[src/rtl/cpu_pkg.sv]
// Shared CPU front-end definitions: redirect select encodings and default vectors.
package cpu_pkg;

    localparam logic [2:0] PC_SEQ = 3'b000;
    localparam logic [2:0] PC_J   = 3'b001;
    localparam logic [2:0] PC_JR  = 3'b010;
    localparam logic [2:0] PC_BR  = 3'b011;
    localparam logic [2:0] PC_JAL = 3'b100;
    localparam logic [2:0] PC_RET = 3'b101;

    localparam logic [31:0] DEF_RESET_VECTOR = 32'h0040_0000;
    localparam logic [31:0] DEF_EXC_VECTOR   = 32'h8000_0180;

endpackage

[src/rtl/return_addr_stack.sv]
// Circular return-address stack; a push when full overwrites the oldest entry.
module return_addr_stack #(
    parameter int ADDR_W = 32,
    parameter int DEPTH  = 8
) (
    input  logic              clk,
    input  logic              rst,
    input  logic              push,
    input  logic              pop,
    input  logic [ADDR_W-1:0] push_data,
    output logic [ADDR_W-1:0] top_data,
    output logic              empty,
    output logic              overflow
);

    localparam int PW = $clog2(DEPTH);

    logic [ADDR_W-1:0] stack_mem [DEPTH];
    logic [PW-1:0]     ptr;    // next write slot; top entry sits one below
    logic [PW:0]       count;
    logic              full;

    assign full     = (count == (PW+1)'(DEPTH));
    assign empty    = (count == '0);
    assign top_data = stack_mem[ptr - PW'(1)];

    always_ff @(posedge clk or posedge rst) begin
        if (rst) begin
            ptr      <= '0;
            count    <= '0;
            overflow <= 1'b0;
        end else if (push) begin
            ptr <= ptr + PW'(1);
            if (full) overflow <= 1'b1;
            else      count    <= count + (PW+1)'(1);
        end else if (pop && !empty) begin
            ptr   <= ptr - PW'(1);
            count <= count - (PW+1)'(1);
        end
    end

    // Contents are don't-care after reset; count alone marks them invalid.
    always_ff @(posedge clk) begin
        if (push) stack_mem[ptr] <= push_data;
    end

endmodule

[src/rtl/pc_sequencer.sv]
// Fetch PC sequencer: redirect muxing, exception entry/return, and RAS-predicted returns.
module pc_sequencer
    import cpu_pkg::*;
#(
    parameter int              ADDR_W       = 32,
    parameter logic [ADDR_W-1:0] RESET_VECTOR = ADDR_W'(DEF_RESET_VECTOR),
    parameter logic [ADDR_W-1:0] EXC_VECTOR   = ADDR_W'(DEF_EXC_VECTOR),
    parameter int              RAS_DEPTH    = 8
) (
    input  logic              clk,
    input  logic              rst,
    input  logic              stall,
    input  logic [2:0]        pc_control,
    input  logic [25:0]       jmp_addr,
    input  logic [15:0]       branch_offset,
    input  logic              branch_taken,
    input  logic [ADDR_W-1:0] reg_addr,
    input  logic              exc_req,
    input  logic              eret,
    output logic [ADDR_W-1:0] pc,
    output logic [ADDR_W-1:0] link_addr,
    output logic [ADDR_W-1:0] epc,
    output logic              ras_empty,
    output logic              ras_overflow,
    output logic              align_err
);

    logic [ADDR_W-1:0] seq_pc, j_target, br_target, reg_target, ras_top;
    logic [ADDR_W-1:0] pc_next, epc_next;
    logic              align_next, ras_push, ras_pop;

    assign seq_pc     = pc + ADDR_W'(4);
    assign link_addr  = seq_pc;
    assign j_target   = {seq_pc[ADDR_W-1:28], jmp_addr, 2'b00};
    assign br_target  = seq_pc + {{(ADDR_W-18){branch_offset[15]}}, branch_offset, 2'b00};
    assign reg_target = {reg_addr[ADDR_W-1:2], 2'b00};

    always_comb begin
        pc_next    = pc;
        epc_next   = epc;
        align_next = 1'b0;
        ras_push   = 1'b0;
        ras_pop    = 1'b0;
        if (exc_req) begin
            epc_next = pc;
            pc_next  = EXC_VECTOR;
        end else if (eret) begin
            pc_next = epc;
        end else if (!stall) begin
            unique case (pc_control)
                PC_J:  pc_next = j_target;
                PC_JR: begin
                    pc_next    = reg_target;
                    align_next = |reg_addr[1:0];
                end
                PC_BR:  pc_next = branch_taken ? br_target : seq_pc;
                PC_JAL: begin
                    pc_next  = j_target;
                    ras_push = 1'b1;
                end
                PC_RET: begin
                    // Empty stack: no prediction available, fall back to the register.
                    if (!ras_empty) begin
                        pc_next = ras_top;
                        ras_pop = 1'b1;
                    end else begin
                        pc_next    = reg_target;
                        align_next = |reg_addr[1:0];
                    end
                end
                default: pc_next = seq_pc;
            endcase
        end
    end

    always_ff @(posedge clk or posedge rst) begin
        if (rst) begin
            pc        <= RESET_VECTOR;
            epc       <= '0;
            align_err <= 1'b0;
        end else begin
            pc        <= pc_next;
            epc       <= epc_next;
            align_err <= align_next;
        end
    end

    return_addr_stack #(
        .ADDR_W (ADDR_W),
        .DEPTH  (RAS_DEPTH)
    ) u_ras (
        .clk       (clk),
        .rst       (rst),
        .push      (ras_push),
        .pop       (ras_pop),
        .push_data (seq_pc),
        .top_data  (ras_top),
        .empty     (ras_empty),
        .overflow  (ras_overflow)
    );

endmodule
[config.mk]
export PLATFORM = sky130hd
export DESIGN_NAME = pc_sequencer
export DESIGN_NICKNAME = d
export VERILOG_FILES = /design/src/rtl/cpu_pkg.sv /design/src/rtl/return_addr_stack.sv /design/src/rtl/pc_sequencer.sv
export SDC_FILE = /design/constraint.sdc
export NUM_CORES = 1
export LEC_CHECK = 0
export ABC_AREA = 1
export CORE_MARGIN = 1.5
export CORE_UTILIZATION = 40
export CTS_BUF_LIST = sky130_fd_sc_hd__clkbuf_8 sky130_fd_sc_hd__clkbuf_16
export CTS_CLUSTER_DIAMETER = 100
export DETAILED_ROUTE_END_ITERATION = 8
export PLACE_DENSITY = 0.57
export SKIP_CTS_REPAIR_TIMING = 1
export SLEW_MARGIN = 20
export SYNTH_ARGS = -nofsm -noshare
export SYNTH_HDL_FRONTEND = slang
export SYNTH_SLANG_ARGS = --single-unit
[constraint.sdc]
create_clock -name clk -period 4.2 [get_ports clk]
set_input_delay 0.84 -clock clk [delete_from_list [all_inputs] [get_ports clk]]
set_output_delay 0.84 -clock clk [all_outputs]
set_load 0.01 [all_outputs]
# --- Word-level counts from Yosys, hierarchy flattened ---
# Memories as Yosys holds them, arrays and structs flattened.
# Cells that the tools add are included.
totals:
  out_inout_bits: 99
  n_memories: 1
  register_bits: 73
  wordCells: 56
  inputBits: 83
  ramBits: 256
classes:
  n_addsub: 6
  n_eq_ne: 8
  n_reduce_logical: 8
  mux: 27
memory_table:
  columns: ["memory", "words", "word_bits", "read_ports", "rd_ports_with_merged_regs", "write_ports", "line", "source"]
  rows:
  - ["u_ras.stack_mem", 8, 32, 1, 0, 1, "return_addr_stack.sv:18", "logic [ADDR_W-1:0] stack_mem [DEPTH];"]
ops:
  columns: ["cell", "n"]
  rows:
  - ["$mux W32", 5]
  - ["$pmux W32 S4", 1]
  - ["$add A32 B3 Y32 const B", 1]
  - ["$add A32 B32 Y32", 1]
  - ["$mux W1", 15]
  - ["$mux W4", 3]
  - ["$eq A3 B2 Y1 const B", 2]
  - ["$eq A3 B3 Y1 const B", 2]
  - ["$mux W3", 2]
  - ["$add A4 B1 Y4 const B", 1]
  - ["$eq A4 B4 Y1 const B", 1]
  - ["$logic_not A4 Y1", 1]
  - ["$reduce_and A2 Y1", 2]
  - ["$reduce_or A2 Y1", 2]
  - ["$sub A4 B1 Y4 const B", 1]
  - ["$add A3 B1 Y3 const B", 1]
  - ["$eq A3 B1 Y1 const B", 1]
  - ["$ne A3 B1 Y1 const B", 1]
  - ["$sub A3 B1 Y3 const B", 1]
  - ["$ne A2 B2 Y1 const B", 1]
  - ["$pmux W1 S2", 1]
  - ["$reduce_bool A2 Y1", 1]
  - ["$logic_and A1 B1 Y1", 1]
  - ["$logic_not A1 Y1", 1]

# --- Depth between registers and ports, before layout ---
depth:
  ltp_word: 9
  depth_mapped: 25

# --- Cells and area by module ---
# From an unflattened synthesis, not the netlist that was laid out.
unflattened:
  cells_unflattened: 2104
  hier_area_um2: 17859.6
by_module_without_submodules:
  columns: ["module", "seq_area_each_um2", "cells_each", "instances", "area_each_um2"]
  rows:
  - ["return_addr_stack", 7887.6, 938, 1, 10837.9]
  - ["pc_sequencer", 1627.8, 1166, 1, 7021.7]

# --- Worst setup path after synthesis ---
# OpenSTA, ideal clock, no wires.
synth_path:
  path_type: "input -> register"
  start: "input port exc_req"
  end: "memory u_ras.stack_mem[2][0], enable pin"
  setup_slack_ns: -0.009
  path_buffers: 1
  t_required_ns: 3.739
  stages: 8
  t_arrival_ns: 3.748
  setup_ns: 0.461
  cell_sequence: "buf_6 nor2_4 inv_2 nor2_4 inv_2 nor2_8 nand2_1 nor3_1"
synth_via:
  elab_chain_cells: 3
synth_rtl:
  columns: ["item", "line", "source"]
  rows:
  - ["start: declaration", "pc_sequencer.sv:18", "input logic exc_req,"]
  - ["$mux W1", "pc_sequencer.sv:44", "if (exc_req) begin"]
  - ["$mux W1", "return_addr_stack.sv:44", "if (push) stack_mem[ptr] <= push_data;"]
  - ["$mux W1 (not written as such)", "return_addr_stack.sv:44", null]
  - ["end: declaration", "return_addr_stack.sv:18", null]
# Every way passes these cells.

# --- Worst setup path in the final report ---
layout_path:
  start: "register pc[21]"
  end: "output port link_addr[23]"
layout_via:
  elab_chain_cells: 1
layout_rtl:
  columns: ["item", "line", "source"]
  rows:
  - ["start: declaration", "pc_sequencer.sv:20", "output logic [ADDR_W-1:0] pc,"]
  - ["start signal: assignment", "pc_sequencer.sv:82", "pc <= pc_next;"]
  - ["$add A32 B3 Y32", "pc_sequencer.sv:32", "assign seq_pc = pc + ADDR_W'(4);"]
  - ["end: declaration", "pc_sequencer.sv:21", "output logic [ADDR_W-1:0] link_addr,"]
# Every way passes these cells.

==> run metrics <==
Arr. time, crit path=around 3.2 ns; Vias=14700; initial antenna violation count=0; Cells after Synth=just under 2000; syn nets=a little over 2000; synth unique cells=49; Top-Level Pins=between 150 and 200; ys flop type=edfxtp_1; Yosys top cell by area=edfxtp_1; clock root buffer=clkbuf_16; Final Wtd Congestion=1.02; minimum clock period after layout=between 4 and 5 ns; Antenna Nets Post-Route=0; top cell type's share of synthesized area=0.446; CP max-delay cell=clkdlybuf4s50_1; VDD IR max=0.000393 V; Worst-Margin Slew=between 1 and 1.5 ns; Site Rows=between 70 and 80; Area after DPL=between 15000 and 20000 sq um; sequential cell area=~9500 sq um; critical path launch point type=flip-flop; FMAX=0.248 GHz; layout cell share with drive strength beyond 1=0.0720; count of final setup violators=0; nets@finish=about 2300; Reg clk slew, reported paths=0.06 ns; setup ws final=around 0.16 ns; Critical Path End Type=output pin; CTS H-tree depth=2; fill count=3979; cell area after synthesis=around 17000 sq um; die width=211 um; hold_ws=around 0.46 ns; first-pass GRT wire length=~90000 um; Syn-to-layout area delta=22.2%; initial DRC count=roughly 1000; router iterations before antenna repair=5; Final Hold Viols=0; Worst Skew=between 0.01 and 0.015 ns; hold wc startpoint=u_ras.overflow; CP Launch Point=pc[21]; clock sinks=329; largest net degree at the start of global routing=between 90 and 100; Leakage=8.49 nW; cts bufs inserted=37; starting density of the core=0.408; CORE AREA=42200 sq um; Routed wire per std cell=22.1 um; GRT Resource Usage Total=0.273; area of the multi-input gates=6630 sq um; fin crit share=0.961; Syn Area/Cell=just under 9 sq um; DRC Markers=0; status=completed; CP max stage delay=0.66 ns; CP required=~3.4 ns; PortBufs=roughly 180; Synth Warn #=0; worst-path fanout max=7; post-route cell area=roughly 21000 sq um; CTS tree=yes; CP Cell Sequence=nand2_1 -> nor2_1 -> nand2_1 -> nor3_2 -> xor2_1 -> clkdlybuf4s50_1; reg-to-reg startpoint=pc[21]; worst hold path type=reg -> reg; DR vias/cell=~5.4; DP HPWL=~42000 um; Detailed Route WL=59900 um; Max Cap Viol=0; Tot Pwr=approximately 11 mW; count leader, synth=nand2_1; pre-CTS WS=about 0.26 ns; worst skew pair latency=between 0.5 and 0.6 ns; Post-synth ARST share=0.222; Most Frequent Cell on Critical Path=nand2_1; EDFF count, synth=between 200 and 300; normalized max-slew margin=0.299; r2r setup slk=roughly 0.3 ns; clk buf depth=3; Slew Limit Fails=0; RSZ-0062 raised after global routing=no; total gr overflow=0; power density over the cells=about 530 nW/um^2; synth top area cells=edfxtp_1 (45%), dfrtp_1 (10%), nand2_1 (9.9%); WS Path Type=reg -> out; die span in y=around 210 um; FF+latch count, synth=about 330; top post-synthesis cells by count=nand2_1 (457), nor2_1 (262), edfxtp_1 (256), inv_1 (207), o21ai_0 (197); full die area=between 40000 and 50000 sq um; Seq/Total Area, Yosys=0.552; vias in the first global route=between 10000 and 15000
## cell type report
cell class              instances  share of cell area
flip-flops and latches        329               0.452
multi-input cells            1325               0.315
repair buffers                235               0.109
clock buffers                  37              0.0439
inverters                     212              0.0379
well taps                     539              0.0320
clock inverters                28              0.0103
diodes                          1            0.000119
## worst max-delay path: cells and delay by family, from the launching register on
kind / cells / cell delay, ns
AND/OR/NAND/NOR: 4 / 0.78
buffers and inverters: 1 / 0.66
flip-flops: 1 / 0.64
XOR/XNOR: 1 / 0.57
## flip-flops by register name, summed over array words and instances (netlist names)
register,flops
u_ras.ptr,3
pc,32
u_ras.overflow,1
u_ras.count,4
epc,32
u_ras.stack_mem,256
align_err,1
## metrics by stage
step | util | TNS, ns | instances
after floorplan | - | -1.08 | 1946
after global routing | 0.499 | 0 | 2705
after detailed placement | 0.472 | 0 | 2640
after global placement | 0.472 | 0 | 2640
after CTS | 0.499 | -0.129 | 2705
final | 0.499 | 0 | 2706
## cell families (layout without fill, tap and decap cells)
logic type | after synthesis | after routing | synth area share
other cells | 0 | 1 | 0
compound gates | 382 | 382 | 0.125
flops | 329 | 329 | 0.552
buf+inv | 292 | 512 | 0.0677
simple gates | 881 | 881 | 0.213
xor+xnor | 20 | 20 | 0.0106
mux | 1 | 1 | 0.000870
fa+ha+maj | 41 | 41 | 0.0306
## worst paths after layout
check / end / cells past startpoint
setup / recovery: link_addr[23] / 6
hold / removal: u_ras.overflow / 2
setup reg to reg: pc[25] / 16
hold reg to reg: u_ras.overflow / 2
max in group asynchronous: pc[22] / 3
min in group asynchronous: epc[7] / 2
## routing by layer
metal / wire [um] / track usage / up-vias
met5: 0 / 0 / -
met2: 28200 / 0.448 / 489
met4: 1710 / 0.0815 / 0
met3: 3370 / 0.0366 / 95
met1: 26600 / 0.379 / 7192
li1: - / - / 6948
## report_power, final
part	internal [mW]	switching, mW	total, mW
sequential	3.69	0.215	3.90
combinational	1.40	2.76	4.16
clock	1.79	1.32	3.11
total	6.88	4.29	11.2
## cell usage in the layout (no fill, tap or decap), types with 15 or more instances in the layout
cell,netlist,routed
a21oi_1,80,80
buf_4,3,46
clkbuf_16,0,37
clkdlybuf4s50_1,0,179
dfrtp_1,72,71
edfxtp_1,256,256
ha_1,39,38
inv_1,207,211
nand2_1,457,457
nand3_1,101,101
nor2_1,262,259
o211ai_1,43,43
o21ai_0,197,197
o221ai_1,17,17
o22ai_1,15,15
xor2_1,17,17
Power figures use the tool's default switching activity.
